**config.mk**
```make
export PLATFORM = sky130hd
export DESIGN_NAME = cache_mem_arbiter
export DESIGN_NICKNAME = d
export VERILOG_FILES = /design/src/rtl/cache_mem_arbiter.sv
export SDC_FILE = /design/constraint.sdc
export NUM_CORES = 1
export LEC_CHECK = 0
export ABC_AREA = 1
export CAP_MARGIN = 20
export CORE_AREA = 8 8 111 113
export CTS_BUF_LIST = sky130_fd_sc_hd__clkbuf_4 sky130_fd_sc_hd__clkbuf_8
export CTS_CLUSTER_DIAMETER = 60
export CTS_CLUSTER_SIZE = 25
export DETAILED_ROUTE_END_ITERATION = 7
export DIE_AREA = 0 0 119 121
export PLACE_DENSITY_LB_ADDON = 0.2
export SLEW_MARGIN = 20
export SYNTH_ARGS = -nofsm -noshare
export SYNTH_HDL_FRONTEND = slang
export SYNTH_SLANG_ARGS = --single-unit
```
**constraint.sdc**
```tcl
create_clock -name clk -period 2.02 [get_ports clk]
set_input_delay 0.606 -clock clk [delete_from_list [all_inputs] [get_ports clk]]
set_output_delay 0.606 -clock clk [all_outputs]
set_load 0.005 [all_outputs]
```
**src/rtl/cache_mem_arbiter.sv**
```systemverilog
// Two-port (icache/dcache) to single memory port arbiter with one-cycle arbitration latency.
// Define ARB_RR_EN for round-robin tie breaking; the default build gives dcache fixed priority.
module cache_mem_arbiter #(
    parameter int A_WIDTH = 32,
    parameter int D_WIDTH = 32
) (
    input  logic               clk,
    input  logic               clrn,
    input  logic [A_WIDTH-1:0] i_a,
    input  logic [D_WIDTH-1:0] i_din,
    input  logic               i_strobe,
    input  logic               i_rw,
    output logic               i_ready,
    output logic [D_WIDTH-1:0] i_dout,
    input  logic [A_WIDTH-1:0] d_a,
    input  logic [D_WIDTH-1:0] d_din,
    input  logic               d_strobe,
    input  logic               d_rw,
    output logic               d_ready,
    output logic [D_WIDTH-1:0] d_dout,
    output logic [A_WIDTH-1:0] mem_a,
    output logic [D_WIDTH-1:0] mem_din,
    output logic               mem_strobe,
    output logic               mem_rw,
    input  logic               mem_ready,
    input  logic [D_WIDTH-1:0] mem_dout,
    output logic               gnt_i,
    output logic               gnt_d
);

    typedef enum logic [1:0] {
        IDLE  = 2'd0,
        GNT_I = 2'd1,
        GNT_D = 2'd2
    } state_t;

    state_t state;
    state_t state_next;
    logic   tie_to_d;

    always_ff @(posedge clk or negedge clrn) begin
        if (!clrn) begin
            state <= IDLE;
        end else begin
            state <= state_next;
        end
    end

`ifdef ARB_RR_EN
    // Remembers who was granted most recently; the other port wins the next tie.
    logic last_d;

    always_ff @(posedge clk or negedge clrn) begin
        if (!clrn) begin
            last_d <= 1'b1;
        end else if (state == IDLE && state_next != IDLE) begin
            last_d <= (state_next == GNT_D);
        end
    end

    assign tie_to_d = !last_d;
`else
    assign tie_to_d = 1'b1;
`endif

    always_comb begin
        state_next = state;
        case (state)
            IDLE: begin
                if (d_strobe && (!i_strobe || tie_to_d)) begin
                    state_next = GNT_D;
                end else if (i_strobe) begin
                    state_next = GNT_I;
                end
            end
            // Completion or abort both return to IDLE, forcing an idle cycle.
            GNT_I: begin
                if (mem_ready || !i_strobe) begin
                    state_next = IDLE;
                end
            end
            GNT_D: begin
                if (mem_ready || !d_strobe) begin
                    state_next = IDLE;
                end
            end
            default: state_next = IDLE;
        endcase
    end

    always_comb begin
        mem_a      = '0;
        mem_din    = '0;
        mem_rw     = 1'b0;
        mem_strobe = 1'b0;
        i_ready    = 1'b0;
        d_ready    = 1'b0;
        case (state)
            GNT_I: begin
                mem_a      = i_a;
                mem_din    = i_din;
                mem_rw     = i_rw;
                mem_strobe = i_strobe;
                i_ready    = mem_ready;
            end
            GNT_D: begin
                mem_a      = d_a;
                mem_din    = d_din;
                mem_rw     = d_rw;
                mem_strobe = d_strobe;
                d_ready    = mem_ready;
            end
            default: ;
        endcase
    end

    assign gnt_i  = (state == GNT_I);
    assign gnt_d  = (state == GNT_D);
    assign i_dout = mem_dout;
    assign d_dout = mem_dout;

endmodule
```
; ---- Yosys cells after proc, flatten, opt, wreduce, memory -nomap -nowiden
; Cells that the tools add are included.
[totals]
register_bits = 2
input_bits = 167
wordCells = 23
[classes]
n_eq_ne = 5
muxes = 11
n_reduce_logical = 6
[op_table]
columns = operator, count
row1 = $pmux 32 s2, 2
row2 = $mux 2, 4
row3 = $pmux 2 s3, 1
row4 = $ne 2x1->1 const B, 2
row5 = $pmux 1 s2, 2
row6 = $ne 3x3->1 const B, 1
row7 = $reduce_and 3->1, 1
row8 = $eq 2x1->1 const B, 1
row9 = $eq 2x2->1 const B, 1
row10 = $logic_not 1->1, 2
row11 = $logic_not 2->1, 1
row12 = $logic_or 1x1->1, 2
row13 = $mux 1, 2

; ---- Logic depth before layout (Yosys ltp)
; Gate-level depths: netlist (run 1).
[depth]
ltp_word = 4
ltp_mapped = 8
ltp_nobuf = 8

; ---- Worst setup path after synthesis (run 1)
; OpenSTA, ideal clock, no wires.
[synth_path]
kind = register to output
startpoint = reg state[0]
endpoint = out mem_a[0]
t_arrival_ps = 1213
t_required_ps = 1414
path_slack_ps = 201
path_stages_with_launch = 7
cell_sequence = dfrtp_1 -> inv_1 -> ha_1 -> buf_2 -> buf_2 -> nand2_1 -> a21oi_1
[synth_between]
elab_chain_len = 2
word_cells_on_any_way = 3
[synth_rtl]
columns = element, line
row1 = "start, declared", 37  ; state_t state;
row2 = "start signal, assigned", 45  ; state <= state_next;
row3 = $eq 2x2->1, --
row4 = via gnt_d, 28  ; output logic gnt_d
row5 = $pmux 32 s2, 98  ; case (state)
row6 = "end, declared", 21  ; output logic [A_WIDTH-1:0] mem_a,
; The timed path passes the listed nets, and every way through them passes these cells.

; ---- Worst setup path in the final report (run 1)
[layout_path]
startpoint = reg state[0]
endpoint = out mem_din[9]
[layout_between]
elab_chain_len = 2
word_cells_on_any_way = 3
[layout_rtl]
columns = element, line
row1 = $eq 2x2->1 or $eq 2x1->1 (tied branches), 98
row2 = $pmux 32 s2 *, 98
row3 = "end, declared", 22  ; output logic [D_WIDTH-1:0] mem_din,
; Mark *: on every way between the ends. The rest lies on a longest branch, timed or not.

==> impl_results.md, run 1 <==
- Largest Register: state
- Worst-Skew Late Latency: 0.21 ns
- Die Y-Extent: 121 µm
- Root buf cell: clkbuf_8
- Number of top-level pins: 301
- Final GP Congestion: 0.772
- Tot Pwr: 3.98 mW
- Syn nets: 484
- Flip-flop count of the largest register after layout: 2
- CP endpoint kind: output pin
- Drt total wl: 10,900 µm
- Initial Util: 15.2%
- Worst-Margin Slew: 0.205 ns
- CTS clk-pin slew, worst paths: 0.03 ns
- # rows: 38
- Biggest regs: state (2)
- WP data arrival: 1.59 ns
- First-pass DRT Iterations: 5
- Setup slack after layout: -0.177 ns
- Syn Inst Count: 312
- Startpoint types: flop
- Pwr/cell area: 997 nW/µm²
- Period utilisation layout: 109%
- Inserted Clock Buffers: 3
- CP required: 1.41 ns
- Fin. Hold Viols: 0
- First-pass GRT wire length: 16,200 µm
- Share of cells above drive strength 1: 41.9%
- Crit Path Class: reg2out
- Drt via density: 4.20
- P&R area growth vs syn: 147%
- Endpoints failing setup: 66
- IO buf count: 204
- Initial antenna violation count: 0
- Tightest Hold Check Type: in2async
- Longest Clk Path Bufs: 2
- RSZ-0062 raised after global routing: yes
- CTS H-tree lvls: 1
- Avg Synthesized Cell Area: 5.17 µm²
- Hold Worst Slack: 0.557 ns
- Number of routed nets with antenna violations: 0
- Via Count: 2,604
- Maxcap violations: 0
- Vias in the first global route: 2,843
- Filler cells: 1,138
- Die Wd: 119 µm
- Fmax: 0.455 GHz
- CTS Sinks: 2
- Largest net degree at the start of global routing: 20
- Gr ovfl total: 0
- Antenna fix cells: 0
- Syn Std Cell Area: 1610 µm²
- Seq/Total Area, Yosys: 3.10%
- Remaining DRCs: 0
- Worst Clk Skew: 0.00171 ns
- Area of the multi-input gates: 1300 µm²
- Unique masters post-synth: 11
- Min cycle time layout: 2.20 ns
- Peak supply drop: 0.000477 V
- DP HPWL: 7330 µm
- Lkg Pwr: 1.67 nW
- CTS tree: yes
- Status: complete, but fails checks
- Routed length per placed instance: 17.5 µm
- Final net count: 654
- Reg-to-Reg End: state[0]$_DFFE_PN0P_
- #FFs+latches synth: 2
- Slew Limit Fails: 0
- Core Footprint: 10,600 µm²
- R2r setup slk: 0.64 ns
- Die area: 14,400 µm²
- Total track usage: 14.0%
- Max Fanout on Critical Path: 17
- Worst-case reg-to-reg path depth: 10
- FF+latch area: 50.0 µm²
- Initial DRC count: 79
- YS warnings: 0
- Rel. slew slack: 86.3%
- Failing checks: negative setup slack
- Worst r2r src: state[1]$_DFFE_PN0P_
- Cts hold-fix bufs: 0
kinds of logic (layout without fill, tap and decap cells):
family | after synthesis | after routing | synth area share (%)
flops | 2 | 2 | 3.10
fa+ha+maj | 5 | 5 | 3.88
compound gates | 66 | 66 | 20.5
buf+inv | 92 | 260 | 38.2
simple gates | 147 | 147 | 34.3
cell usage after synthesis:
master / instances / area share, %
buf_4: 68 / 32
clkbuf_1: 3 / 0.70
nand3_1: 2 / 0.62
ha_1: 5 / 3.9
buf_1: 1 / 0.23
a21oi_1: 66 / 20
inv_1: 7 / 1.6
nand2_1: 143 / 33
buf_2: 13 / 4.0
nor2_1: 2 / 0.47
dfrtp_1: 2 / 3.1
worst max-delay path, stage by stage (launching register included):
cell	delay (ns)
dfrtp_1	0.40
inv_2	0.09
buf_6	0.12
ha_4	0.28
inv_8	0.07
buf_12	0.16
a21oi_1	0.11
buf_2	0.14
power by group:
| part | leakage (nW) | internal [mW] | switching [mW] |
|---|---|---|---|
| Combinational | 1.62 | 1.91 | 1.84 |
| Sequential | 0.0259 | 0.0551 | 0.0156 |
| Clock | 0.0216 | 0.126 | 0.0321 |
metrics by stage:
stage / setup WS (ns) / setup TNS (ns) / area [µm²] / instances / utilization (%)
finish: -0.177 / -9.15 / 3990 / 620 / 37.7
global route: -0.260 / -15.11 / 3990 / 620 / 37.7
CTS: -0.211 / -8.78 / 3890 / 620 / 36.7
detailed placement: -0.558 / -25.41 / 3450 / 592 / 32.6
global placement: -0.534 / -25.05 / 3450 / 592 / 32.6
floorplan: 0.201 / 0 / 1610 / 312 / -
per-layer routing:
layer  part of all wire, %  GRT usage (%)  vias up
met3                   9.3           4.56       34
met1                    39           15.1     1150
met2                    49           24.9      164
met5                     0              0        -
met4                   3.1           6.01        0
li1                      -              -     1256
what timing repair did:
item	in CTS	in global routing
gates cloned	9	1
resized for setup	361	41
pin swaps	13	16
buffers inserted	16	2
setup endpoints to repair	70	70
worst max-delay path by stage:
stage,startpoint,endpoint,slack (ns),cells after the start
floorplan,state[0]$_DFFE_PN0P_,mem_a[0],0.20,6
global placement,i_a[16],mem_a[16],-0.53,4
detailed placement,i_a[16],mem_a[16],-0.56,4
CTS,state[1]$_DFFE_PN0P_,mem_a[26],-0.21,8
global route,state[0]$_DFFE_PN0P_,mem_din[7],-0.26,8
finish,state[0]$_DFFE_PN0P_,mem_din[9],-0.18,7
area by class of cell:
class	instances	area share [%]
multi-input cells	218	32.5
well taps	140	4.39
repair buffers	250	60.0
flip-flops and latches	2	1.25
inverters	7	0.846
clock buffers	3	1.03
cell usage in the layout (no fill, tap or decap), types with 4 or more instances in the layout:
cell type and count:
nand2_1 117, a21oi_1 15, buf_4 13, buf_6 12
buf_12 10, nand2_4 6, buf_2 66, nand2_2 20
ha_4 4, inv_1 4, buf_16 7, a21oi_2 49
clkdlybuf4s50_1 133
No activity file was read; power rests on OpenSTA's default activity.
==> inputs of run 2 (changes only) <==
--- a/config.mk
+++ b/config.mk
@@ -14,6 +14,7 @@
 export DETAILED_ROUTE_END_ITERATION = 7
 export DIE_AREA = 0 0 119 121
 export PLACE_DENSITY_LB_ADDON = 0.2
+export SETUP_SLACK_MARGIN = 0.15
 export SLEW_MARGIN = 20
 export SYNTH_ARGS = -nofsm -noshare
 export SYNTH_HDL_FRONTEND = slang
==> run 2 against run 1 <==
The run still ends with negative setup slack left. Clock power hardly changed. Register-to-register slack better by 0.03 ns. Cell count increased by 0.97%. Via count grew 2.0%. Clock skew up 0.0011 ns. Sequential share of layout area down 0.056 points. Largest cell class unchanged. Sequential power hardly changed. Worst hold slack hardly changed. Non-clock buffer count is 6 higher. Combinational power rose by 9.6%.
==> impl_results.md, run 2 (synthesis gave the netlist of run 1 again) <==
- Initial DRC count: 79 (unchanged)
- CP endpoint kind: output pin
- Vias in the first global route: 2,844 (+0.035%)
- RSZ-0062 raised after global routing: yes
- Antenna fix cells: 0 (unchanged)
- Root buf cell: clkbuf_8
- CP required: 1.41 ns (about the same)
- Flip-flop count of the largest register after layout: 2 (unchanged)
- WL met3: 1060 µm (+5.4%)
- Worst-Skew Late Latency: 0.21 ns (about the same)
- Endpoints failing setup: 66 (unchanged)
- Core Footprint: 10,600 µm² (unchanged)
- Worst-Margin Slew: 0.191 ns (-0.0144 ns)
- Drt via density: 4.24 (+0.98%)
- Total track usage: 14.1% (+0.088 points)
- Setup TNS Final: -10.02 ns (-0.870 ns)
- Most common cell after layout, fill and taps aside: clkdlybuf4s50_1
- Remaining DRCs: 0 (unchanged)
- Final GP Congestion: 0.772 (unchanged)
- Pre-CTS WS: -0.558 ns (unchanged)
- Inserted Clock Buffers: 3 (unchanged)
- First-pass DRT Iterations: 4 (-1)
- Cell-by-cell trace of the critical path: buf_6 > ha_4 > buf_12 > buf_12 > buf_16 > nand2_1 > a21oi_1 > buf_2
- Top Layer Used: met4
- Met2 wire len: 5530 µm (+4.2%)
- CTS H-tree lvls: 1 (unchanged)
- Initial antenna violation count: 0 (unchanged)
- Metal-1 WL: 4290 µm (+1.6%)
- Critical path's most frequent cell: buf_12
- Setup slack after layout: -0.203 ns (-0.0261 ns)
- Peak supply drop: 0.000473 V (-0.95%)
- Biggest regs: state (2)
- Final Util: 39.4% (+1.7 points)
- Routed length per placed instance: 18.0 µm (+2.5%)
- Number of top-level pins: 301 (unchanged)
- Min cycle time layout: 2.22 ns (+0.0261 ns)
- Final Non-Filler Cells: 626 (+0.97%)
- Final net count: 660 (+0.92%)
- Maxcap violations: 0 (unchanged)
- Period utilisation layout: 110% (+1.3 points)
- Cell Count Post-Placement: 592 (unchanged)
- Fin. Hold Viols: 0 (unchanged)
- CTS tree: yes
- Tightest Hold Check Type: in2async
- Drt total wl: 11,300 µm (+3.5%)
- Pwr/cell area: 1040 nW/µm² (+4.1%)
- Max Fanout on Critical Path: 6 (-11)
- First-pass GRT wire length: 16,300 µm (+0.51%)
- P&R area growth vs syn: 159%
- Crit Path Class: reg2out
- Number of routed nets with antenna violations: 0 (unchanged)
- Status: complete, but fails checks
- Failing checks: negative setup slack
- Startpoint types: flop
- Worst Clk Skew: 0.00285 ns (+0.00114 ns)
- Slew Limit Fails: 0 (unchanged)
- Rel. slew slack: 87.3% (+0.96 points)
- Gr ovfl total: 0 (unchanged)
- Die Y-Extent: 121 µm (unchanged)
- DP HPWL: 7330 µm (unchanged)
- Largest Register: state
- Cts hold-fix bufs: 0 (unchanged)
- Initial Util: 15.2% (unchanged)
- Die Wd: 119 µm (unchanged)
- Via Count: 2,655 (+2.0%)
- Fmax: 0.450 GHz (-1.2%)
- WP data arrival: 1.62 ns (+0.03 ns)
- CP max-delay cell: dfrtp_1
- Die area: 14,400 µm² (unchanged)
- IO buf count: 204 (unchanged)
- # rows: 38 (unchanged)
- Largest net degree at the start of global routing: 20 (unchanged)
- Share of cells above drive strength 1: 44.9% (+3.0 points)
- Lkg Pwr: 1.75 nW (+4.6%)
- CTS clk-pin slew, worst paths: 0.03 ns (about the same)
- Crit. Startpoint: state[0]$_DFFE_PN0P_
- Highest-count cells in the layout ignoring fill and taps: 133 x clkdlybuf4s50_1, 110 x nand2_1, 68 x buf_2
- CTS Sinks: 2 (unchanged)
- Longest Clk Path Bufs: 2 (unchanged)
- Max stage delay on crit path: 0.40 ns (about the same)
- Worst r2r src: state[1]$_DFFE_PN0P_
- Filler cells: 1,118 (-1.8%)
[run 2: cell types whose count changed in the layout (fill, tap and decap cells not counted), moves of 2 or more]
cell / change
buf_2: +2
clkbuf_2: -2
buf_4: -2
buf_16: +3
buf_6: +5
nand2_2: +6
nand2_1: -7
clkbuf_16: +2
[run 2: worst paths after layout]
| path | slack [ns] | to | cells past startpoint |
|---|---|---|---|
| max | -0.20 | mem_din[2] | 8 |
| max reg2reg | 0.67 | state[0]$_DFFE_PN0P_ | 9 |
| min | 0.56 | state[1]$_DFFE_PN0P_ | 1 |
| max in group asynchronous | 1.34 | state[0]$_DFFE_PN0P_ | 1 |
| min reg2reg | 0.68 | state[0]$_DFFE_PN0P_ | 3 |
| min in group clk | 0.68 | state[0]$_DFFE_PN0P_ | 3 |
[run 2: critical path, delay by kind of cell, from the launching register on]
kind	cells	cell delay [ns]
compound gates	1	0.11
flops	1	0.40
buf+inv	5	0.60
simple gates	1	0.05
fa+ha+maj	1	0.24
[run 2: timing repair]
action | in CTS | in global routing
endpoints found under the setup margin | 70 | 70
setup buffers | 16 | 2
resized for setup | 374 | 49
pin swaps | 13 | 21
cloned | 10 | 3
[run 2: layer usage]
metal | vias to the layer above | track usage [%]
met5 | - | 0
met4 | 0 | 6.01
met3 | 36 | 4.56
met2 | 175 | 24.9
met1 | 1171 | 15.3
li1 | 1273 | -
[run 2: final cells by class]
type | count | area, µm² | area share, %
Inverter | 7 | 33.8 | 0.808
Sequential cell | 2 | 50.0 | 1.20
Tap cell | 140 | 175 | 4.19
Timing Repair Buffer | 256 | 2550 | 61.1
Multi-Input combinational cell | 218 | 1320 | 31.7
Clock buffer | 3 | 41.3 | 0.988
[run 2: stage by stage]
step / power (mW) / instance area [µm²] / hold WS, ns
detailed placement: 2.71 / 3450 / 0.576
CTS: 4.03 / 3930 / 0.555
global route: 4.65 / 4180 / 0.560
floorplan: 1.22 / 1610 / 0.310
finish: 4.34 / 4180 / 0.558
global placement: 2.72 / 3450 / 0.571
[run 2: where the power goes]
part	internal [mW]	switching, mW	leakage, nW
logic	2.17	1.94	1.70
registers	0.0551	0.0154	0.0259
clock network	0.126	0.0322	0.0216
